`src/rtl/mcu_ahb_pkg.sv`:
```
`default_nettype none
// ============================================================================
//  Module      : mcu_ahb_pkg
//  Description : Shared AHB bus codes, arbiter state encoding and the
//                MAU alignment helper.
//  Revision    : 1.0  initial release
// ============================================================================
package mcu_ahb_pkg;

    localparam logic [1:0] HTRANS_IDLE   = 2'd0;
    localparam logic [1:0] HTRANS_BUSY   = 2'd1;
    localparam logic [1:0] HTRANS_NONSEQ = 2'd2;
    localparam logic [1:0] HTRANS_SEQ    = 2'd3;

    localparam logic [2:0] HSIZE_BYTE = 3'd0;
    localparam logic [2:0] HSIZE_HALF = 3'd1;
    localparam logic [2:0] HSIZE_WORD = 3'd2;

    typedef enum logic [1:0] {
        ST_IDLE = 2'd0,
        ST_ADDR = 2'd1,
        ST_DATA = 2'd2
    } arb_state_t;

    // Size code 3 is not a legal MAU access and is always rejected.
    function automatic logic is_misaligned(input logic [1:0] size,
                                           input logic [1:0] addr_lo);
        logic r;
        case (size)
            2'd0:    r = 1'b0;
            2'd1:    r = addr_lo[0];
            2'd2:    r = (addr_lo != 2'd0);
            default: r = 1'b1;
        endcase
        return r;
    endfunction

endpackage
`default_nettype wire

```
`src/rtl/ahb_master_arb_if.sv`:
```
`default_nettype none
// ============================================================================
//  Module      : ahb_master_arb_if
//  Description : IFU/MAU request channels plus the AHB master bus, bundled.
//  Revision    : 1.0  initial release
// ============================================================================
interface ahb_master_arb_if;

    logic        ifu_req;
    logic [31:0] ifu_addr;
    logic        ifu_gnt;
    logic        ifu_rvalid;
    logic [31:0] ifu_rdata;
    logic        ifu_err;

    logic        mau_req;
    logic        mau_write;
    logic [31:0] mau_addr;
    logic [1:0]  mau_size;
    logic [31:0] mau_wdata;
    logic        mau_gnt;
    logic        mau_rvalid;
    logic [31:0] mau_rdata;
    logic        mau_err;

    logic [31:0] haddr;
    logic        hwrite;
    logic [2:0]  hsize;
    logic [1:0]  htrans;
    logic [31:0] hwdata;
    logic [2:0]  hburst;
    logic [6:0]  hprot;
    logic        hmastlock;
    logic        hready;
    logic        hresp;
    logic [31:0] hrdata;

    modport master (
        input  ifu_req, ifu_addr,
        output ifu_gnt, ifu_rvalid, ifu_rdata, ifu_err,
        input  mau_req, mau_write, mau_addr, mau_size, mau_wdata,
        output mau_gnt, mau_rvalid, mau_rdata, mau_err,
        output haddr, hwrite, hsize, htrans, hwdata, hburst, hprot, hmastlock,
        input  hready, hresp, hrdata
    );

    modport slave (
        output ifu_req, ifu_addr,
        input  ifu_gnt, ifu_rvalid, ifu_rdata, ifu_err,
        output mau_req, mau_write, mau_addr, mau_size, mau_wdata,
        input  mau_gnt, mau_rvalid, mau_rdata, mau_err,
        input  haddr, hwrite, hsize, htrans, hwdata, hburst, hprot, hmastlock,
        output hready, hresp, hrdata
    );

endinterface
`default_nettype wire

```
`src/rtl/ahb_arb_pick.sv`:
```
`default_nettype none
// ============================================================================
//  Module      : ahb_arb_pick
//  Description : IFU/MAU priority pick with IFU starvation counter.
//  Revision    : 1.0  initial release
// ============================================================================
module ahb_arb_pick #(
    parameter int STARVE_MAX = 4
) (
    input  wire logic clk,
    input  wire logic rst,
    input  wire logic i_arb_en,
    input  wire logic i_ifu_req,
    input  wire logic i_mau_req,
    input  wire logic i_mau_misaligned,
    output logic      o_grant_ifu,
    output logic      o_grant_mau,
    output logic      o_reject_mau
);

    localparam int CNT_W = $clog2(STARVE_MAX + 1);
    localparam logic [CNT_W-1:0] C_STARVE_MAX = CNT_W'(STARVE_MAX);

    logic [CNT_W-1:0] r_starve_cnt;
    logic             w_starved;
    logic             w_ifu_wins;
    logic             w_mau_wins;

    assign w_starved  = (r_starve_cnt == C_STARVE_MAX);
    assign w_ifu_wins = i_arb_en && i_ifu_req && (!i_mau_req || w_starved);
    assign w_mau_wins = i_arb_en && i_mau_req && !w_ifu_wins;

    assign o_grant_ifu  = w_ifu_wins;
    assign o_grant_mau  = w_mau_wins && !i_mau_misaligned;
    assign o_reject_mau = w_mau_wins &&  i_mau_misaligned;

    // A rejected MAU access never reaches the bus, so it does not count as an IFU loss.
    always_ff @(posedge clk) begin
        if (rst) begin
            r_starve_cnt <= '0;
        end else if (w_ifu_wins) begin
            r_starve_cnt <= '0;
        end else if (o_grant_mau && i_ifu_req && !w_starved) begin
            r_starve_cnt <= r_starve_cnt + 1'b1;
        end
    end

endmodule
`default_nettype wire

```
`src/rtl/ahb_master_arb.sv`:
```
`default_nettype none
// ============================================================================
//  Module      : ahb_master_arb
//  Description : Single-outstanding AHB master shared by the IFU and the MAU.
//  Revision    : 1.0  initial release
// ============================================================================
module ahb_master_arb
    import mcu_ahb_pkg::*;
#(
    parameter int STARVE_MAX = 4
) (
    input  wire logic        hclk,
    input  wire logic        hrst,
    ahb_master_arb_if.master bus
);

    arb_state_t  r_state;
    logic        r_owner_ifu;
    logic [31:0] r_wdata;

    logic [31:0] r_haddr;
    logic        r_hwrite;
    logic [2:0]  r_hsize;
    logic [1:0]  r_htrans;
    logic [31:0] r_hwdata;

    logic        r_ifu_gnt;
    logic        r_ifu_rvalid;
    logic [31:0] r_ifu_rdata;
    logic        r_ifu_err;
    logic        r_mau_gnt;
    logic        r_mau_rvalid;
    logic [31:0] r_mau_rdata;
    logic        r_mau_err;

    logic        w_arb_en;
    logic        w_mau_misaligned;
    logic        w_grant_ifu;
    logic        w_grant_mau;
    logic        w_reject_mau;

    assign w_arb_en         = (r_state == ST_IDLE);
    assign w_mau_misaligned = is_misaligned(bus.mau_size, bus.mau_addr[1:0]);

    ahb_arb_pick #(
        .STARVE_MAX (STARVE_MAX)
    ) u_pick (
        .clk              (hclk),
        .rst              (hrst),
        .i_arb_en         (w_arb_en),
        .i_ifu_req        (bus.ifu_req),
        .i_mau_req        (bus.mau_req),
        .i_mau_misaligned (w_mau_misaligned),
        .o_grant_ifu      (w_grant_ifu),
        .o_grant_mau      (w_grant_mau),
        .o_reject_mau     (w_reject_mau)
    );

    always_ff @(posedge hclk) begin
        if (hrst) begin
            r_state      <= ST_IDLE;
            r_owner_ifu  <= 1'b0;
            r_wdata      <= '0;
            r_haddr      <= '0;
            r_hwrite     <= 1'b0;
            r_hsize      <= '0;
            r_htrans     <= HTRANS_IDLE;
            r_hwdata     <= '0;
            r_ifu_gnt    <= 1'b0;
            r_ifu_rvalid <= 1'b0;
            r_ifu_rdata  <= '0;
            r_ifu_err    <= 1'b0;
            r_mau_gnt    <= 1'b0;
            r_mau_rvalid <= 1'b0;
            r_mau_rdata  <= '0;
            r_mau_err    <= 1'b0;
        end else begin
            r_ifu_gnt    <= 1'b0;
            r_ifu_rvalid <= 1'b0;
            r_ifu_err    <= 1'b0;
            r_mau_gnt    <= 1'b0;
            r_mau_rvalid <= 1'b0;
            r_mau_err    <= 1'b0;

            case (r_state)
                ST_IDLE: begin
                    if (w_grant_ifu) begin
                        r_state     <= ST_ADDR;
                        r_owner_ifu <= 1'b1;
                        r_ifu_gnt   <= 1'b1;
                        r_haddr     <= bus.ifu_addr;
                        r_hwrite    <= 1'b0;
                        r_hsize     <= HSIZE_WORD;
                        r_wdata     <= '0;
                        r_htrans    <= HTRANS_NONSEQ;
                    end else if (w_grant_mau) begin
                        r_state     <= ST_ADDR;
                        r_owner_ifu <= 1'b0;
                        r_mau_gnt   <= 1'b1;
                        r_haddr     <= bus.mau_addr;
                        r_hwrite    <= bus.mau_write;
                        r_hsize     <= {1'b0, bus.mau_size};
                        r_wdata     <= bus.mau_write ? bus.mau_wdata : 32'd0;
                        r_htrans    <= HTRANS_NONSEQ;
                    end else if (w_reject_mau) begin
                        // Misaligned access: answer with an error, no bus cycle.
                        r_mau_rvalid <= 1'b1;
                        r_mau_err    <= 1'b1;
                    end
                end

                ST_ADDR: begin
                    if (bus.hready) begin
                        r_state  <= ST_DATA;
                        r_htrans <= HTRANS_IDLE;
                        r_hwdata <= r_wdata;
                    end
                end

                ST_DATA: begin
                    if (bus.hready) begin
                        r_state  <= ST_IDLE;
                        r_hwdata <= '0;
                        if (r_owner_ifu) begin
                            r_ifu_rvalid <= 1'b1;
                            r_ifu_rdata  <= bus.hrdata;
                            r_ifu_err    <= bus.hresp;
                        end else begin
                            r_mau_rvalid <= 1'b1;
                            r_mau_rdata  <= bus.hrdata;
                            r_mau_err    <= bus.hresp;
                        end
                    end
                end

                default: begin
                    r_state  <= ST_IDLE;
                    r_htrans <= HTRANS_IDLE;
                end
            endcase
        end
    end

    assign bus.ifu_gnt    = r_ifu_gnt;
    assign bus.ifu_rvalid = r_ifu_rvalid;
    assign bus.ifu_rdata  = r_ifu_rdata;
    assign bus.ifu_err    = r_ifu_err;
    assign bus.mau_gnt    = r_mau_gnt;
    assign bus.mau_rvalid = r_mau_rvalid;
    assign bus.mau_rdata  = r_mau_rdata;
    assign bus.mau_err    = r_mau_err;

    assign bus.haddr     = r_haddr;
    assign bus.hwrite    = r_hwrite;
    assign bus.hsize     = r_hsize;
    assign bus.htrans    = r_htrans;
    assign bus.hwdata    = r_hwdata;
    assign bus.hburst    = 3'd0;
    assign bus.hprot     = 7'd0;
    assign bus.hmastlock = 1'b0;

endmodule
`default_nettype wire

```
`src/flat_wrapper.sv`:
```
// flat-port wrapper written by rule: the top's interface ports become plain ports
module ahb_master_arb_flat import mcu_ahb_pkg::*;
#(
    parameter int STARVE_MAX = 4
)
  (hclk, hrst, bus_ifu_req, bus_ifu_addr, bus_ifu_gnt, bus_ifu_rvalid, bus_ifu_rdata, bus_ifu_err, bus_mau_req, bus_mau_write, bus_mau_addr, bus_mau_size, bus_mau_wdata, bus_mau_gnt, bus_mau_rvalid, bus_mau_rdata, bus_mau_err, bus_haddr, bus_hwrite, bus_hsize, bus_htrans, bus_hwdata, bus_hburst, bus_hprot, bus_hmastlock, bus_hready, bus_hresp, bus_hrdata);
  ahb_master_arb_if bus_i ();
  input  wire logic hclk;
  input  wire logic hrst;
  input wire logic [$bits(bus_i.ifu_req)-1:0] bus_ifu_req;
  input wire logic [$bits(bus_i.ifu_addr)-1:0] bus_ifu_addr;
  output wire logic [$bits(bus_i.ifu_gnt)-1:0] bus_ifu_gnt;
  output wire logic [$bits(bus_i.ifu_rvalid)-1:0] bus_ifu_rvalid;
  output wire logic [$bits(bus_i.ifu_rdata)-1:0] bus_ifu_rdata;
  output wire logic [$bits(bus_i.ifu_err)-1:0] bus_ifu_err;
  input wire logic [$bits(bus_i.mau_req)-1:0] bus_mau_req;
  input wire logic [$bits(bus_i.mau_write)-1:0] bus_mau_write;
  input wire logic [$bits(bus_i.mau_addr)-1:0] bus_mau_addr;
  input wire logic [$bits(bus_i.mau_size)-1:0] bus_mau_size;
  input wire logic [$bits(bus_i.mau_wdata)-1:0] bus_mau_wdata;
  output wire logic [$bits(bus_i.mau_gnt)-1:0] bus_mau_gnt;
  output wire logic [$bits(bus_i.mau_rvalid)-1:0] bus_mau_rvalid;
  output wire logic [$bits(bus_i.mau_rdata)-1:0] bus_mau_rdata;
  output wire logic [$bits(bus_i.mau_err)-1:0] bus_mau_err;
  output wire logic [$bits(bus_i.haddr)-1:0] bus_haddr;
  output wire logic [$bits(bus_i.hwrite)-1:0] bus_hwrite;
  output wire logic [$bits(bus_i.hsize)-1:0] bus_hsize;
  output wire logic [$bits(bus_i.htrans)-1:0] bus_htrans;
  output wire logic [$bits(bus_i.hwdata)-1:0] bus_hwdata;
  output wire logic [$bits(bus_i.hburst)-1:0] bus_hburst;
  output wire logic [$bits(bus_i.hprot)-1:0] bus_hprot;
  output wire logic [$bits(bus_i.hmastlock)-1:0] bus_hmastlock;
  input wire logic [$bits(bus_i.hready)-1:0] bus_hready;
  input wire logic [$bits(bus_i.hresp)-1:0] bus_hresp;
  input wire logic [$bits(bus_i.hrdata)-1:0] bus_hrdata;
  assign bus_i.ifu_req = bus_ifu_req;
  assign bus_i.ifu_addr = bus_ifu_addr;
  assign bus_ifu_gnt = bus_i.ifu_gnt;
  assign bus_ifu_rvalid = bus_i.ifu_rvalid;
  assign bus_ifu_rdata = bus_i.ifu_rdata;
  assign bus_ifu_err = bus_i.ifu_err;
  assign bus_i.mau_req = bus_mau_req;
  assign bus_i.mau_write = bus_mau_write;
  assign bus_i.mau_addr = bus_mau_addr;
  assign bus_i.mau_size = bus_mau_size;
  assign bus_i.mau_wdata = bus_mau_wdata;
  assign bus_mau_gnt = bus_i.mau_gnt;
  assign bus_mau_rvalid = bus_i.mau_rvalid;
  assign bus_mau_rdata = bus_i.mau_rdata;
  assign bus_mau_err = bus_i.mau_err;
  assign bus_haddr = bus_i.haddr;
  assign bus_hwrite = bus_i.hwrite;
  assign bus_hsize = bus_i.hsize;
  assign bus_htrans = bus_i.htrans;
  assign bus_hwdata = bus_i.hwdata;
  assign bus_hburst = bus_i.hburst;
  assign bus_hprot = bus_i.hprot;
  assign bus_hmastlock = bus_i.hmastlock;
  assign bus_i.hready = bus_hready;
  assign bus_i.hresp = bus_hresp;
  assign bus_i.hrdata = bus_hrdata;
  ahb_master_arb #(.STARVE_MAX(STARVE_MAX)) u_core (.hclk(hclk), .hrst(hrst), .bus(bus_i));
endmodule
```
`config.mk`:
```
export PLATFORM = sky130hd
export DESIGN_NAME = ahb_master_arb_flat
export DESIGN_NICKNAME = d
export VERILOG_FILES = /design/src/rtl/mcu_ahb_pkg.sv /design/src/rtl/ahb_master_arb_if.sv /design/src/rtl/ahb_arb_pick.sv /design/src/rtl/ahb_master_arb.sv /design/src/flat_wrapper.sv
export SDC_FILE = /design/constraint.sdc
export NUM_CORES = 1
export LEC_CHECK = 0
export BUFFER_PORTS_ARGS = -buffer_cell sky130_fd_sc_hd__buf_2
export CELL_PAD_IN_SITES_DETAIL_PLACEMENT = 0
export CELL_PAD_IN_SITES_GLOBAL_PLACEMENT = 1
export CORE_UTILIZATION = 32
export DETAILED_ROUTE_END_ITERATION = 12
export MAX_ROUTING_LAYER = met4
export PLACE_DENSITY_LB_ADDON = 0.1
export RECOVER_POWER = 100
export SLEW_MARGIN = 20
export SYNTH_ARGS = -nofsm -noshare
export SYNTH_HDL_FRONTEND = slang
export SYNTH_HIERARCHICAL = 1
export SYNTH_SLANG_ARGS = --single-unit
```
`constraint.sdc`:
```
create_clock -name hclk -period 5.3 [get_ports hclk]
set_input_delay 1.06 -clock hclk [delete_from_list [all_inputs] [get_ports hclk]]
set_output_delay 1.06 -clock hclk [all_outputs]
set_load 0.01 [all_outputs]
```
==> results of run 1 <==
[worst max-delay path: stages]
cell	delay, ns
sky130_fd_sc_hd__buf_4	0.44
sky130_fd_sc_hd__clkbuf_1	2.15
sky130_fd_sc_hd__o21bai_1	0.39
sky130_fd_sc_hd__a21oi_1	0.07
[layout by cell type, fill, tap and decap left out, types with 2 or more instances in the layout]
cell type,synthesis,layout
sky130_fd_sc_hd__nor3b_1,2,2
sky130_fd_sc_hd__a211oi_1,32,32
sky130_fd_sc_hd__o21ai_0,4,4
sky130_fd_sc_hd__o21ai_1,2,2
sky130_fd_sc_hd__a21o_1,2,2
sky130_fd_sc_hd__inv_8,0,4
sky130_fd_sc_hd__o2bb2ai_2,30,4
sky130_fd_sc_hd__mux2i_1,32,32
sky130_fd_sc_hd__clkinvlp_4,0,3
sky130_fd_sc_hd__ha_1,2,2
sky130_fd_sc_hd__dfxtp_1,176,176
sky130_fd_sc_hd__a21oi_1,106,106
sky130_fd_sc_hd__nand3_1,2,2
sky130_fd_sc_hd__clkbuf_1,20,142
sky130_fd_sc_hd__inv_6,0,4
sky130_fd_sc_hd__nor2_1,5,6
sky130_fd_sc_hd__diode_2,0,2
sky130_fd_sc_hd__clkbuf_16,0,17
sky130_fd_sc_hd__a32o_1,2,2
sky130_fd_sc_hd__buf_2,19,134
sky130_fd_sc_hd__inv_1,4,5
sky130_fd_sc_hd__o2bb2ai_1,30,56
sky130_fd_sc_hd__and4b_2,2,2
sky130_fd_sc_hd__nand4b_1,2,2
sky130_fd_sc_hd__nand2_1,169,169
sky130_fd_sc_hd__buf_4,22,10
sky130_fd_sc_hd__conb_1,1,13
sky130_fd_sc_hd__clkinv_2,1,4
[synthesized netlist by cell type, types with 4 or more instances]
master,n
sky130_fd_sc_hd__dfxtp_1,176
sky130_fd_sc_hd__nand2_1,169
sky130_fd_sc_hd__a21oi_1,106
sky130_fd_sc_hd__a211oi_1,32
sky130_fd_sc_hd__mux2i_1,32
sky130_fd_sc_hd__o2bb2ai_1,30
sky130_fd_sc_hd__o2bb2ai_2,30
sky130_fd_sc_hd__buf_4,22
sky130_fd_sc_hd__clkbuf_1,20
sky130_fd_sc_hd__buf_2,19
sky130_fd_sc_hd__buf_6,11
sky130_fd_sc_hd__nor2_1,5
sky130_fd_sc_hd__inv_1,4
sky130_fd_sc_hd__o21ai_0,4
[area by class of cell]
cell class,instances,share of cell area [%]
diodes,2,0.0590
clock buffers,17,5.01
flip-flops and latches,176,41.5
clock inverters,15,1.74
multi-input cells,464,32.3
repair buffers,286,15.1
well taps,275,4.06
inverters,6,0.280
[routing by layer]
metal	vias to the layer above	part of all wire (%)	GRT usage, %
li1	2953	-	-
met1	2629	47	22.4
met2	178	45	28.0
met3	17	6.9	5.09
met4	0	1.3	6.55
met5	-	0	-
[cells by family after synthesis]
kind of cell	synth area share, %
XOR/XNOR	0.128
AO/OA/AOI/OAI	23.6
AND/OR/NAND/NOR	12.8
other	0.0546
multiplexers	4.66
buffers and inverters	7.09
adder cells (fa/ha/maj)	0.364
flip-flops	51.3
[state kept, by name, indices dropped and copies added, names as in the netlist]
name / count
u_core/bus.mau_rdata: 32
u_core/bus.mau_rvalid: 1
u_core/bus.hsize: 2
u_core/bus.hwrite: 1
u_core/bus.mau_gnt: 1
u_core/bus.haddr: 32
u_core/bus.hwdata: 32
u_core/bus.ifu_err: 1
u_core/bus.ifu_rvalid: 1
u_core/r_owner_ifu: 1
u_core/r_state: 2
u_core/r_wdata: 32
u_core/bus.ifu_rdata: 32
u_core/u_pick/r_starve_cnt: 3
u_core/bus.ifu_gnt: 1
u_core/bus.htrans: 1
u_core/bus.mau_err: 1
[power breakdown]
group,internal [mW],leakage [nW],switching (mW)
Sequential,1.38,1.43,0.0285
Combinational,0.130,1.38,0.222
Clock,0.664,0.278,0.575
Total,2.17,3.09,0.826
[final timing paths]
check	startpoint	endpoint	cells past startpoint
max	hrst	u_core/u_pick/r_starve_cnt[0]	4
min	u_core/bus.ifu_rdata[4]	u_core/bus.ifu_rdata[4]	2
max reg2reg	u_core/r_state[1]	u_core/bus.haddr[19]	8
min reg2reg	u_core/bus.ifu_rdata[4]	u_core/bus.ifu_rdata[4]	2
[through the flow]
stage	instances	total power [mW]	worst slack [ns]	utilization, %
5_1_grt	1240	3.14	1.21	40.3
3_3_place_gp	1207	1.82	2.08	39.4
3_5_place_dp	1207	1.82	2.05	39.4
6_report	1241	2.99	1.41	40.4
2_1_floorplan	719	1.68	2.75	-
4_1_cts	1239	3.07	2.19	42.1
==> flow_summary.html, run 1 <==
<table>
<tr><th>Metric</th><th>Value</th></tr>
<tr><th colspan="2">Global routing</th></tr>
<tr><td>Largest net degree at the start of global routing</td><td>62</td></tr>
<tr><td>First-pass GRT wire length</td><td>30.1 mm</td></tr>
<tr><td>Initial antenna violation count</td><td>1</td></tr>
<tr><td>Total track usage</td><td>18.1%</td></tr>
<tr><td>Via count of the first global-routing pass</td><td>5617</td></tr>
<tr><td>GRT overflow</td><td>0</td></tr>
<tr><th colspan="2">Worst setup path</th></tr>
<tr><td>Crit path launch type</td><td>input port</td></tr>
<tr><td>Kind of end point of the critical path</td><td>register</td></tr>
<tr><td>Required time of the critical path</td><td>5.60 ns</td></tr>
<tr><td>Kind of critical path</td><td>input port to register</td></tr>
<tr><td>Worst reg-to-reg setup slack</td><td>1.90 ns</td></tr>
<tr><td>Worst Path Arrival</td><td>4.19 ns</td></tr>
<tr><td>Worst-path maximum fanout</td><td>61</td></tr>
<tr><th colspan="2">CTS</th></tr>
<tr><td>Hold_buf cts</td><td>0</td></tr>
<tr><td>Clock tree from TritonCTS</td><td>done</td></tr>
<tr><td>Number of CTS-inserted buffers</td><td>17</td></tr>
<tr><td>Total clock sinks</td><td>176</td></tr>
<tr><td>Maximum count of clock buffers along a single path</td><td>2</td></tr>
<tr><td>Total setup buffers inserted after CTS</td><td>0</td></tr>
<tr><td>Insertion delay to the later sink of the worst-skew pair</td><td>0.43 ns</td></tr>
<tr><td>Clock edge transition at the registers on the reported setup and hold paths</td><td>0.07 ns</td></tr>
<tr><td>H-tree depth</td><td>4</td></tr>
<tr><td>Number of gates given a new drive strength after cts</td><td>0</td></tr>
<tr><td>Clk Tree Root Cell</td><td>sky130_fd_sc_hd__clkbuf_16</td></tr>
<tr><th colspan="2">Synthesis</th></tr>
<tr><td>FF+latch count, synth</td><td>176</td></tr>
<tr><td>Post-synth EDFFs</td><td>0</td></tr>
<tr><td>Leading post-synthesis cells by cell area</td><td>sky130_fd_sc_hd__dfxtp_1 (51%), sky130_fd_sc_hd__nand2_1 (9.2%), sky130_fd_sc_hd__a21oi_1 (7.7%), sky130_fd_sc_hd__o2bb2ai_2 (6.6%), sky130_fd_sc_hd__mux2i_1 (4.7%)</td></tr>
<tr><td>Portion of the post-synthesis area used by sequential elements</td><td>51.3%</td></tr>
<tr><td>Async SR Flop Fraction</td><td>0%</td></tr>
<tr><td>Syn Area/Cell</td><td>9.71 um2</td></tr>
<tr><td>Yosys top cell by area</td><td>sky130_fd_sc_hd__dfxtp_1</td></tr>
<tr><td>Post-Synthesis Cells</td><td>707</td></tr>
<tr><td>Top flip-flop cell by instance count after synthesis</td><td>sky130_fd_sc_hd__dfxtp_1</td></tr>
<tr><td>Area share of the largest cell type after synthesis</td><td>51.3%</td></tr>
<tr><td>Distinct cell type count after synthesis</td><td>52</td></tr>
<tr><td>Combined area of all synthesized cells</td><td>0.00687 mm2</td></tr>
<tr><td>Warning count from the yosys run</td><td>6</td></tr>
<tr><th colspan="2">STA</th></tr>
<tr><td>Final count of hold timing violations</td><td>0</td></tr>
<tr><td>Total setup violations reported at the end of the flow</td><td>0</td></tr>
<tr><td>RSZ-0062 raised after global routing</td><td>no</td></tr>
<tr><td>Crit share post-route</td><td>73.5%</td></tr>
<tr><td>Maximum operating frequency</td><td>0.257 GHz</td></tr>
<tr><td>Minimum period implied by the final worst setup slack</td><td>3.89 ns</td></tr>
<tr><td>Number of max-slew violations in the final report</td><td>130</td></tr>
<tr><td>Tightest hold margin</td><td>0.455 ns</td></tr>
<tr><td>Least-Margin Pin Slew</td><td>2.99 ns</td></tr>
<tr><td>Slew HR</td><td>-99.4%</td></tr>
<tr><td>Final setup skew</td><td>0.0120 ns</td></tr>
<tr><td>Sum of negative setup slack</td><td>0 ns</td></tr>
<tr><th colspan="2">Min path</th></tr>
<tr><td>Type of the worst min-delay path</td><td>register to register</td></tr>
<tr><th colspan="2">Route</th></tr>
<tr><td>Via total after detailed routing</td><td>5777</td></tr>
<tr><td>Post-detailed-route wirelength per cell</td><td>15.7 um</td></tr>
<tr><td>Iteration-0 DRC count of the detailed router</td><td>255</td></tr>
<tr><td>Number of DRC violations after detailed routing</td><td>0</td></tr>
<tr><td>Antenna viol nets, final</td><td>0</td></tr>
<tr><td>Routed Wire Length</td><td>19.5 mm</td></tr>
<tr><td>Vias/cell</td><td>4.66</td></tr>
<tr><td>DRT Pass-1 Iters</td><td>4</td></tr>
<tr><th colspan="2">Die</th></tr>
<tr><td>Core Rows</td><td>53</td></tr>
<tr><td>Starting density of the core</td><td>32.7%</td></tr>
<tr><td>Width of the die</td><td>148 um</td></tr>
<tr><td>Ports</td><td>288</td></tr>
<tr><td>Die footprint</td><td>0.0220 mm2</td></tr>
<tr><td>Overall die height</td><td>148 um</td></tr>
<tr><td>Core region area</td><td>0.0210 mm2</td></tr>
<tr><th colspan="2">Finish</th></tr>
<tr><td>Area overhead of the layout relative to synthesis</td><td>23.6%</td></tr>
<tr><td>Area occupied by multi-input gates</td><td>0.00274 mm2</td></tr>
<tr><td>Final-stage net count</td><td>1090</td></tr>
<tr><td>Final design area excluding fillers</td><td>0.00848 mm2</td></tr>
<tr><td>Ratio of cells with drive above 1 in the final layout</td><td>19.6%</td></tr>
<tr><td>Number of fill cells in the layout</td><td>2250</td></tr>
<tr><td>Register area</td><td>0.00352 mm2</td></tr>
<tr><th colspan="2">Run</th></tr>
<tr><td>Max-cap check violation count</td><td>3</td></tr>
<tr><th colspan="2">Placement</th></tr>
<tr><td>Half-perimeter wire length of the detailed placement result</td><td>12.9 mm</td></tr>
<tr><td>Area after detailed placement</td><td>0.00828 mm2</td></tr>
<tr><td>Port Buffer Count</td><td>274</td></tr>
<tr><td>Routability Congestion</td><td>0.707</td></tr>
<tr><th colspan="2">Power</th></tr>
<tr><td>Cell leakage power</td><td>3.09 nW</td></tr>
<tr><td>Worst vdd rail ir drop</td><td>0.000161 V</td></tr>
<tr><td>Power density cells</td><td>353 mW/mm2</td></tr>
<tr><th colspan="2">Status</th></tr>
<tr><td>Run status</td><td>finished with violations</td></tr>
<tr><td>Failing checks</td><td>capacitance limit, slew limit</td></tr>
</table>
Power figures use the tool's default switching activity.
==> run 2: changes to the inputs <==
Clock period 5.3 ns to 4.05 ns, I/O delays scaled along.
==> run 2 against run 1 <==
First-iteration DRC count increased by 2.7%. Routed wire length decreased by 1.5%. Highest routed layer unchanged. Cell count increased by 0.24%. Core utilization increased by 0.21 points. The run still ends with capacitance limit, slew limit left. Worst hold slack got worse by 0.0015 ns. Combinational power increased by 31%. Clock-buffer cell count increased by 2. Total power increased by 33%. Via count increased by 0.23%. Die area unchanged. Worst setup slack got worse by 0.53 ns. Clock power increased by 35%.
==> flow_summary.html, run 2 (synthesized netlist as in run 1, its figures left out) <==
<table>
<tr><th>Metric</th><th>Value</th></tr>
<tr><th colspan="2">Finish</th></tr>
<tr><td>Area overhead of the layout relative to synthesis</td><td>24.2%</td></tr>
<tr><td>Final design area excluding fillers</td><td>0.00853 mm2 (+0.52%)</td></tr>
<tr><td>Highest-count cells in the layout ignoring fill and taps</td><td>sky130_fd_sc_hd__dfxtp_1 (176), sky130_fd_sc_hd__nand2_1 (169), sky130_fd_sc_hd__clkbuf_1 (141)</td></tr>
<tr><td>Number of fill cells in the layout</td><td>2258 (+0.36%)</td></tr>
<tr><td>Final-stage net count</td><td>1093 (+0.28%)</td></tr>
<tr><td>Ratio of cells with drive above 1 in the final layout</td><td>19.6% (+0.043 points)</td></tr>
<tr><td>Most common cell after layout, fill and taps aside</td><td>sky130_fd_sc_hd__dfxtp_1</td></tr>
<tr><th colspan="2">Route</th></tr>
<tr><td>Vias/cell</td><td>4.65 (about the same)</td></tr>
<tr><td>Iteration-0 DRC count of the detailed router</td><td>262 (+2.7%)</td></tr>
<tr><td>Routed Wire Length</td><td>19.2 mm (-1.5%)</td></tr>
<tr><td>DRT Pass-1 Iters</td><td>4 (unchanged)</td></tr>
<tr><td>Via total after detailed routing</td><td>5790 (+0.23%)</td></tr>
<tr><td>Antenna viol nets, final</td><td>0 (unchanged)</td></tr>
<tr><td>Number of DRC violations after detailed routing</td><td>0 (unchanged)</td></tr>
<tr><td>Post-detailed-route wirelength per cell</td><td>15.5 um (-1.8%)</td></tr>
<tr><th colspan="2">STA</th></tr>
<tr><td>Sum of negative setup slack</td><td>0 ns (unchanged)</td></tr>
<tr><td>Number of max-slew violations in the final report</td><td>107 (-18%)</td></tr>
<tr><td>Crit share post-route</td><td>78.3%</td></tr>
<tr><td>Final count of hold timing violations</td><td>0 (unchanged)</td></tr>
<tr><td>Maximum operating frequency</td><td>0.315 GHz</td></tr>
<tr><td>Tightest hold margin</td><td>0.454 ns (-0.00152 ns)</td></tr>
<tr><td>RSZ-0062 raised after global routing</td><td>no</td></tr>
<tr><td>Final setup skew</td><td>0.0125 ns (+0.000546 ns)</td></tr>
<tr><td>Total setup violations reported at the end of the flow</td><td>0 (unchanged)</td></tr>
<tr><td>Least-Margin Pin Slew</td><td>1.69 ns (-1.31 ns)</td></tr>
<tr><td>Minimum period implied by the final worst setup slack</td><td>3.17 ns</td></tr>
<tr><td>Slew HR</td><td>-12.3% (+87 points)</td></tr>
<tr><th colspan="2">CTS</th></tr>
<tr><td>Number of gates given a new drive strength after cts</td><td>0 (unchanged)</td></tr>
<tr><td>Maximum count of clock buffers along a single path</td><td>2 (unchanged)</td></tr>
<tr><td>Hold_buf cts</td><td>0 (unchanged)</td></tr>
<tr><td>Total clock sinks</td><td>176 (unchanged)</td></tr>
<tr><td>Insertion delay to the later sink of the worst-skew pair</td><td>0.42 ns (about the same)</td></tr>
<tr><td>Number of CTS-inserted buffers</td><td>17 (unchanged)</td></tr>
<tr><td>Total setup buffers inserted after CTS</td><td>0 (unchanged)</td></tr>
<tr><td>H-tree depth</td><td>4 (unchanged)</td></tr>
<tr><td>Clock tree from TritonCTS</td><td>done</td></tr>
<tr><td>Clk Tree Root Cell</td><td>sky130_fd_sc_hd__clkbuf_16</td></tr>
<tr><td>Clock edge transition at the registers on the reported setup and hold paths</td><td>0.07 ns (about the same)</td></tr>
<tr><th colspan="2">Worst setup path</th></tr>
<tr><td>Kind of end point of the critical path</td><td>register</td></tr>
<tr><td>Worst-path maximum fanout</td><td>72 (+18%)</td></tr>
<tr><td>Crit path launch type</td><td>input port</td></tr>
<tr><td>Kind of critical path</td><td>input port to register</td></tr>
<tr><td>Required time of the critical path</td><td>4.29 ns (-1.31 ns)</td></tr>
<tr><td>Worst Path Arrival</td><td>3.41 ns (-0.78 ns)</td></tr>
<tr><th colspan="2">Die</th></tr>
<tr><td>Ports</td><td>288 (unchanged)</td></tr>
<tr><td>Starting density of the core</td><td>32.7% (unchanged)</td></tr>
<tr><td>Core Rows</td><td>53 (unchanged)</td></tr>
<tr><td>Width of the die</td><td>148 um (unchanged)</td></tr>
<tr><td>Core region area</td><td>0.0210 mm2 (unchanged)</td></tr>
<tr><td>Overall die height</td><td>148 um (unchanged)</td></tr>
<tr><td>Die footprint</td><td>0.0220 mm2 (unchanged)</td></tr>
<tr><th colspan="2">Power</th></tr>
<tr><td>Worst vdd rail ir drop</td><td>0.000236 V (+47%)</td></tr>
<tr><td>Clock power share</td><td>42.2% (+0.8 points)</td></tr>
<tr><td>Internal Pwr Total</td><td>2.93 mW (+35%)</td></tr>
<tr><td>Switching power summed over all nets</td><td>1.04 mW (+26%)</td></tr>
<tr><td>Fraction of power spent switching nets</td><td>26.3% (-1.3 points)</td></tr>
<tr><td>Power density cells</td><td>466 mW/mm2 (+32%)</td></tr>
<tr><td>Proportion of power drawn by combinational gates</td><td>11.6% (-0.2 points)</td></tr>
<tr><td>Sequential cell fraction of total power</td><td>46.2% (-0.7 points)</td></tr>
<tr><td>Cell leakage power</td><td>3.12 nW (+1.1%)</td></tr>
<tr><th colspan="2">Run</th></tr>
<tr><td>Max-cap check violation count</td><td>2 (-1)</td></tr>
<tr><th colspan="2">Global routing</th></tr>
<tr><td>Largest net degree at the start of global routing</td><td>101 (+63%)</td></tr>
<tr><td>Via count of the first global-routing pass</td><td>5650 (+0.59%)</td></tr>
<tr><td>Total track usage</td><td>18.0% (-0.11 points)</td></tr>
<tr><td>Initial antenna violation count</td><td>2 (+1)</td></tr>
<tr><td>GRT overflow</td><td>0 (unchanged)</td></tr>
<tr><td>First-pass GRT wire length</td><td>30.2 mm (+0.53%)</td></tr>
<tr><th colspan="2">Placement</th></tr>
<tr><td>Port Buffer Count</td><td>274 (unchanged)</td></tr>
<tr><td>Area after detailed placement</td><td>0.00829 mm2 (+0.18%)</td></tr>
<tr><td>Routability Congestion</td><td>0.731 (+3.4%)</td></tr>
<tr><td>Half-perimeter wire length of the detailed placement result</td><td>12.8 mm (-0.90%)</td></tr>
<tr><th colspan="2">Status</th></tr>
<tr><td>Failing checks</td><td>capacitance limit, slew limit</td></tr>
<tr><td>Run status</td><td>finished with violations</td></tr>
<tr><th colspan="2">Min path</th></tr>
<tr><td>Type of the worst min-delay path</td><td>register to register</td></tr>
</table>
## run 2: cell types whose count changed in the layout (fill, tap and decap cells not counted), sizes merged
cell,change
clkinv,+4
inv,-4
buf,+3
clkinvlp,-3
clkbuf,+2
bufinv,+1
## run 2: area by class of cell
cell class	count	area (um2)	share of cell area (%)
antenna	2	5.00	0.0587
clock buffer	19	453	5.31
clock inverter	13	151	1.78
inverter	6	23.8	0.279
multi-input combinational	464	2730	32.0
sequential	176	3520	41.3
tap	275	344	4.03
timing repair buffer	289	1300	15.2
## run 2: path summary, 6_finish.rpt
check / to / depth (start not counted) / from / slack (ns)
max reg2reg: u_core/bus.haddr[12] / 7 / u_core/r_state[1] / 0.93
min reg2reg: u_core/bus.mau_rdata[8] / 2 / u_core/bus.mau_rdata[8] / 0.45
max: u_core/bus.ifu_gnt / 4 / hrst / 0.88
min: u_core/bus.mau_rdata[8] / 2 / u_core/bus.mau_rdata[8] / 0.45
## run 2: layer usage
layer	up-vias	GRT usage, %	part of all wire, %
met4	0	5.88	1.7
met5	-	-	0
met2	177	27.6	44
met3	22	4.79	6.7
li1	2965	-	-
met1	2626	22.9	47
## run 2: through the flow
step                setup slack, ns  cells  power [mW]  utilization [%]
floorplan                      1.75    719        2.19                -
global placement               1.13   1209        2.38             39.5
detailed placement             1.09   1209        2.38             39.5
CTS                            1.10   1241        4.07             42.3
global route                  0.641   1244        4.16             40.6
finish                        0.878   1244        3.97             40.6
## run 2: power by group through the flow
stage,registers (mW),clock network [mW],logic [mW]
global placement,1.87,0,0.504
CTS,1.83,1.73,0.504
floorplan,1.90,0,0.295
global route,1.84,1.80,0.513
finish,1.84,1.68,0.462
detailed placement,1.87,0,0.503
## run 2: worst max-delay path, cell delays in order
cell and delay (ns):
sky130_fd_sc_hd__buf_4 0.17, sky130_fd_sc_hd__clkbuf_1 1.00, sky130_fd_sc_hd__clkbuf_2 1.26, sky130_fd_sc_hd__nor2_1 0.11
==> run 3: changes to the inputs <==
Settings changed: ABC_AREA from default to 1, CORE_UTILIZATION 32 to 30.
Clock period 4.05 ns to 2.8 ns, I/O delays scaled along.
==> run 3 against run 2 <==
The run now ends clean. Die area up 12%. Clock skew shrank 0.0040 ns. Sequential share of layout area fell by 2.9 points. Critical path depth grew 5. First-iteration DRC count up 42%. Total power grew 45%. Worst setup slack worse by 0.28 ns. Clock power rose by 42%. Routed wire length up 17%. Sequential power up 43%. Critical path type is now register to register.
==> flow_summary.html, run 3 <==
<table>
<tr><th>Metric</th><th>Value</th></tr>
<tr><th colspan="2">Route</th></tr>
<tr><td>DRT Pass-1 Iters</td><td>5 (+1)</td></tr>
<tr><td>Iteration-0 DRC count of the detailed router</td><td>373 (+42%)</td></tr>
<tr><td>Via total after detailed routing</td><td>7105 (+23%)</td></tr>
<tr><td>Routed Wire Length</td><td>22.4 mm (+17%)</td></tr>
<tr><td>Vias/cell</td><td>4.46 (-4.2%)</td></tr>
<tr><td>Number of DRC violations after detailed routing</td><td>0 (unchanged)</td></tr>
<tr><td>Post-detailed-route wirelength per cell</td><td>14.1 um (-9.0%)</td></tr>
<tr><td>Antenna viol nets, final</td><td>0 (unchanged)</td></tr>
<tr><th colspan="2">Synthesis</th></tr>
<tr><td>Distinct cell type count after synthesis</td><td>26 (-50%)</td></tr>
<tr><td>Portion of the post-synthesis area used by sequential elements</td><td>48.7% (-2.6 points)</td></tr>
<tr><td>Post-Synthesis Cells</td><td>1028 (+45%)</td></tr>
<tr><td>Ranking of synthesized cells by instance count</td><td>sky130_fd_sc_hd__nand2_1 (336), sky130_fd_sc_hd__dfxtp_1 (176), sky130_fd_sc_hd__nor2_1 (176)</td></tr>
<tr><td>Warning count from the yosys run</td><td>6 (unchanged)</td></tr>
<tr><td>FF+latch count, synth</td><td>176 (unchanged)</td></tr>
<tr><td>Yosys top cell by area</td><td>sky130_fd_sc_hd__dfxtp_1</td></tr>
<tr><td>Most used standard cell by instance count after synthesis</td><td>sky130_fd_sc_hd__nand2_1</td></tr>
<tr><td>Leading post-synthesis cells by cell area</td><td>sky130_fd_sc_hd__dfxtp_1 (49%), sky130_fd_sc_hd__nand2_1 (17%), sky130_fd_sc_hd__nor2_1 (9.1%), sky130_fd_sc_hd__a21oi_1 (7.3%), sky130_fd_sc_hd__nand3b_1 (3.3%)</td></tr>
<tr><td>Top flip-flop cell by instance count after synthesis</td><td>sky130_fd_sc_hd__dfxtp_1</td></tr>
<tr><td>Async SR Flop Fraction</td><td>0% (unchanged)</td></tr>
<tr><td>Basic-gate share of the synthesized area counting and, or, nand and nor cells</td><td>34.1% (+21 points)</td></tr>
<tr><td>Synthesized-area fraction occupied by ao, oa, aoi and oai cells</td><td>9.85% (-14 points)</td></tr>
<tr><td>Multiplexer area fraction after synthesis</td><td>0% (-4.7 points)</td></tr>
<tr><td>Area share of the largest cell type after synthesis</td><td>48.7% (-2.6 points)</td></tr>
<tr><td>Syn Area/Cell</td><td>7.04 um2 (-28%)</td></tr>
<tr><td>Adder and majority cell fraction of the synthesized area</td><td>0.346% (-0.019 points)</td></tr>
<tr><td>Combined area of all synthesized cells</td><td>0.00724 mm2 (+5.4%)</td></tr>
<tr><td>Post-synth EDFFs</td><td>0 (unchanged)</td></tr>
<tr><td>Main combinational cell family by area after synthesis</td><td>simple AND/OR/NAND/NOR gates</td></tr>
<tr><td>Xor/xnor share of the synthesized area</td><td>0% (-0.13 points)</td></tr>
<tr><th colspan="2">Worst setup path</th></tr>
<tr><td>Worst setup endpoint</td><td>u_core/bus.haddr[1]</td></tr>
<tr><td>Reg-to-reg endpoint</td><td>u_core/bus.haddr[1]</td></tr>
<tr><td>Required time of the critical path</td><td>3.08 ns (-1.21 ns)</td></tr>
<tr><td>Worst-path maximum fanout</td><td>27 (-63%)</td></tr>
<tr><td>Worst Path Arrival</td><td>2.48 ns (-0.93 ns)</td></tr>
<tr><td>Number of cells traversed by the worst register-to-register path</td><td>9 (+2)</td></tr>
<tr><td>Crit path launch type</td><td>register</td></tr>
<tr><td>Worst reg-to-reg setup slack</td><td>0.60 ns (-0.33 ns)</td></tr>
<tr><td>Startpoint of the most critical setup path</td><td>u_core/r_state[0]</td></tr>
<tr><td>Critical R2R Launch</td><td>u_core/r_state[0]</td></tr>
<tr><td>Kind of end point of the critical path</td><td>register</td></tr>
<tr><td>Kind of critical path</td><td>register to register</td></tr>
<tr><th colspan="2">STA</th></tr>
<tr><td>Final setup skew</td><td>0.00858 ns (-0.00396 ns)</td></tr>
<tr><td>Slew HR</td><td>25.8% (+38 points)</td></tr>
<tr><td>Tightest hold margin</td><td>0.372 ns (-0.0819 ns)</td></tr>
<tr><td>Number of max-slew violations in the final report</td><td>0 (-100%)</td></tr>
<tr><td>Least-Margin Pin Slew</td><td>1.11 ns (-0.574 ns)</td></tr>
<tr><td>RSZ-0062 raised after global routing</td><td>no</td></tr>
<tr><td>Final count of hold timing violations</td><td>0 (unchanged)</td></tr>
<tr><td>Maximum operating frequency</td><td>0.454 GHz</td></tr>
<tr><td>Total setup violations reported at the end of the flow</td><td>0 (unchanged)</td></tr>
<tr><td>Minimum period implied by the final worst setup slack</td><td>2.20 ns</td></tr>
<tr><td>Post-layout worst setup margin</td><td>0.595 ns (-0.283 ns)</td></tr>
<tr><td>Crit share post-route</td><td>78.7%</td></tr>
<tr><td>Sum of negative setup slack</td><td>0 ns (unchanged)</td></tr>
<tr><th colspan="2">Placement</th></tr>
<tr><td>Half-perimeter wire length of the detailed placement result</td><td>14.3 mm (+12%)</td></tr>
<tr><td>Placed insts</td><td>1561 (+29%)</td></tr>
<tr><td>Routability Congestion</td><td>0.747 (+2.2%)</td></tr>
<tr><td>Post-placement setup slack</td><td>0.682 ns (-0.410 ns)</td></tr>
<tr><td>Port Buffer Count</td><td>274 (unchanged)</td></tr>
<tr><th colspan="2">CTS</th></tr>
<tr><td>Insertion delay to the later sink of the worst-skew pair</td><td>0.42 ns (about the same)</td></tr>
<tr><td>Clock edge transition at the registers on the reported setup and hold paths</td><td>0.07 ns (about the same)</td></tr>
<tr><td>Clock tree from TritonCTS</td><td>done</td></tr>
<tr><td>Maximum count of clock buffers along a single path</td><td>2 (unchanged)</td></tr>
<tr><td>Total clock sinks</td><td>176 (unchanged)</td></tr>
<tr><td>H-tree depth</td><td>4 (unchanged)</td></tr>
<tr><td>Hold_buf cts</td><td>0 (unchanged)</td></tr>
<tr><td>Total setup buffers inserted after CTS</td><td>0 (unchanged)</td></tr>
<tr><td>Number of gates given a new drive strength after cts</td><td>0 (unchanged)</td></tr>
<tr><td>Clk Tree Root Cell</td><td>sky130_fd_sc_hd__clkbuf_16</td></tr>
<tr><td>Number of CTS-inserted buffers</td><td>17 (unchanged)</td></tr>
<tr><th colspan="2">Finish</th></tr>
<tr><td>Highest-count cells in the layout ignoring fill and taps</td><td>sky130_fd_sc_hd__nand2_1 (337), sky130_fd_sc_hd__nor2_1 (177), sky130_fd_sc_hd__dfxtp_1 (176)</td></tr>
<tr><td>Count of non-filler cells in the finished layout</td><td>1594 (+28%)</td></tr>
<tr><td>Post-layout util</td><td>39.0% (-1.6 points)</td></tr>
<tr><td>Final-stage net count</td><td>1400 (+28%)</td></tr>
<tr><td>Area overhead of the layout relative to synthesis</td><td>26.8%</td></tr>
<tr><td>Most common cell after layout, fill and taps aside</td><td>sky130_fd_sc_hd__nand2_1</td></tr>
<tr><td>Ratio of cells with drive above 1 in the final layout</td><td>15.3% (-4.3 points)</td></tr>
<tr><th colspan="2">Global routing</th></tr>
<tr><td>Via count of the first global-routing pass</td><td>6715 (+19%)</td></tr>
<tr><td>Total track usage</td><td>18.6% (+0.55 points)</td></tr>
<tr><td>Initial antenna violation count</td><td>2 (unchanged)</td></tr>
<tr><td>GRT overflow</td><td>0 (unchanged)</td></tr>
<tr><td>First-pass GRT wire length</td><td>34.9 mm (+15%)</td></tr>
<tr><td>Largest net degree at the start of global routing</td><td>107 (+5.9%)</td></tr>
<tr><th colspan="2">Run</th></tr>
<tr><td>Max-cap check violation count</td><td>0 (-2)</td></tr>
<tr><th colspan="2">Status</th></tr>
<tr><td>Run status</td><td>complete, no violations</td></tr>
<tr><th colspan="2">Power</th></tr>
<tr><td>Cell leakage power</td><td>3.79 nW (+22%)</td></tr>
<tr><td>Power density cells</td><td>629 mW/mm2 (+35%)</td></tr>
<tr><td>Worst vdd rail ir drop</td><td>0.000345 V (+46%)</td></tr>
<tr><th colspan="2">Die</th></tr>
<tr><td>Die footprint</td><td>0.0248 mm2 (+12%)</td></tr>
<tr><td>Width of the die</td><td>157 um (+6.0%)</td></tr>
<tr><td>Starting density of the core</td><td>30.7% (-1.9 points)</td></tr>
<tr><td>Overall die height</td><td>157 um (+6.0%)</td></tr>
<tr><td>Core region area</td><td>0.0235 mm2 (+12%)</td></tr>
<tr><td>Ports</td><td>288 (unchanged)</td></tr>
<tr><td>Core Rows</td><td>56 (+5.7%)</td></tr>
<tr><th colspan="2">Min path</th></tr>
<tr><td>Type of the worst min-delay path</td><td>input port to register</td></tr>
</table>
-- run 3: worst min-delay path by stage --
stage                                   start              endpoint  slack (ns)  depth (start not counted)
final                         bus_mau_size[0]   u_core/bus.hsize[0]        0.37                          3
after global routing          bus_mau_size[0]   u_core/bus.hsize[0]        0.38                          3
after CTS                     bus_mau_size[0]   u_core/bus.hsize[0]        0.35                          3
after detailed placement  u_core/bus.haddr[3]   u_core/bus.haddr[3]        0.45                          2
after global placement      u_core/bus.hwrite     u_core/bus.hwrite        0.45                          2
after floorplan             u_core/r_wdata[0]  u_core/bus.hwdata[0]        0.44                          2
-- run 3: layer usage --
metal	track usage [%]	vias to the layer above	wire length, um
met2	29.7	187	10200
li1	-	3688	-
met3	4.24	12	1200
met1	23.6	3218	10800
met4	4.58	0	181
met5	-	-	0
-- run 3: layout make-up --
type	instances	area, um2
diodes	2	5.00
clock buffers	17	425
clock inverters	14	159
fillers	2723	14400
inverters	24	91.3
multi-input cells	755	3240
flip-flops and latches	176	3520
well taps	319	399
repair buffers	287	1330
-- run 3: critical path, stage by stage (launching register included) --
cell and delay (ns):
sky130_fd_sc_hd__dfxtp_1 0.37, sky130_fd_sc_hd__nor2_1 0.43, sky130_fd_sc_hd__nand2_1 0.10, sky130_fd_sc_hd__inv_1 0.10
sky130_fd_sc_hd__nand2_1 0.11, sky130_fd_sc_hd__inv_2 0.12, sky130_fd_sc_hd__clkbuf_2 0.48, sky130_fd_sc_hd__o21ai_0 0.20
sky130_fd_sc_hd__nand2_1 0.10, sky130_fd_sc_hd__a21oi_1 0.06
-- run 3: stage by stage --
| stage | power, mW | instance area [um2] |
|---|---|---|
| CTS | 5.91 | 9380 |
| finish | 5.78 | 9180 |
| floorplan | 3.17 | 7280 |
| global placement | 3.48 | 8790 |
| detailed placement | 3.48 | 8790 |
| global route | 6.06 | 9180 |
-- run 3: report_power, final --
part | internal [mW] | switching, mW | leakage (nW) | total (mW)
clock | 1.33 | 1.06 | 0.283 | 2.39
sequential | 2.60 | 0.0484 | 1.42 | 2.64
combinational | 0.249 | 0.491 | 2.08 | 0.741
total | 4.17 | 1.60 | 3.79 | 5.78
-- run 3: cell families after synthesis --
logic type	after synthesis
AOI/OAI and AO/OA	142
DFF	176
buffers and inverters	109
adders and majority gates	2
other	1
and+or+nand+nor	598
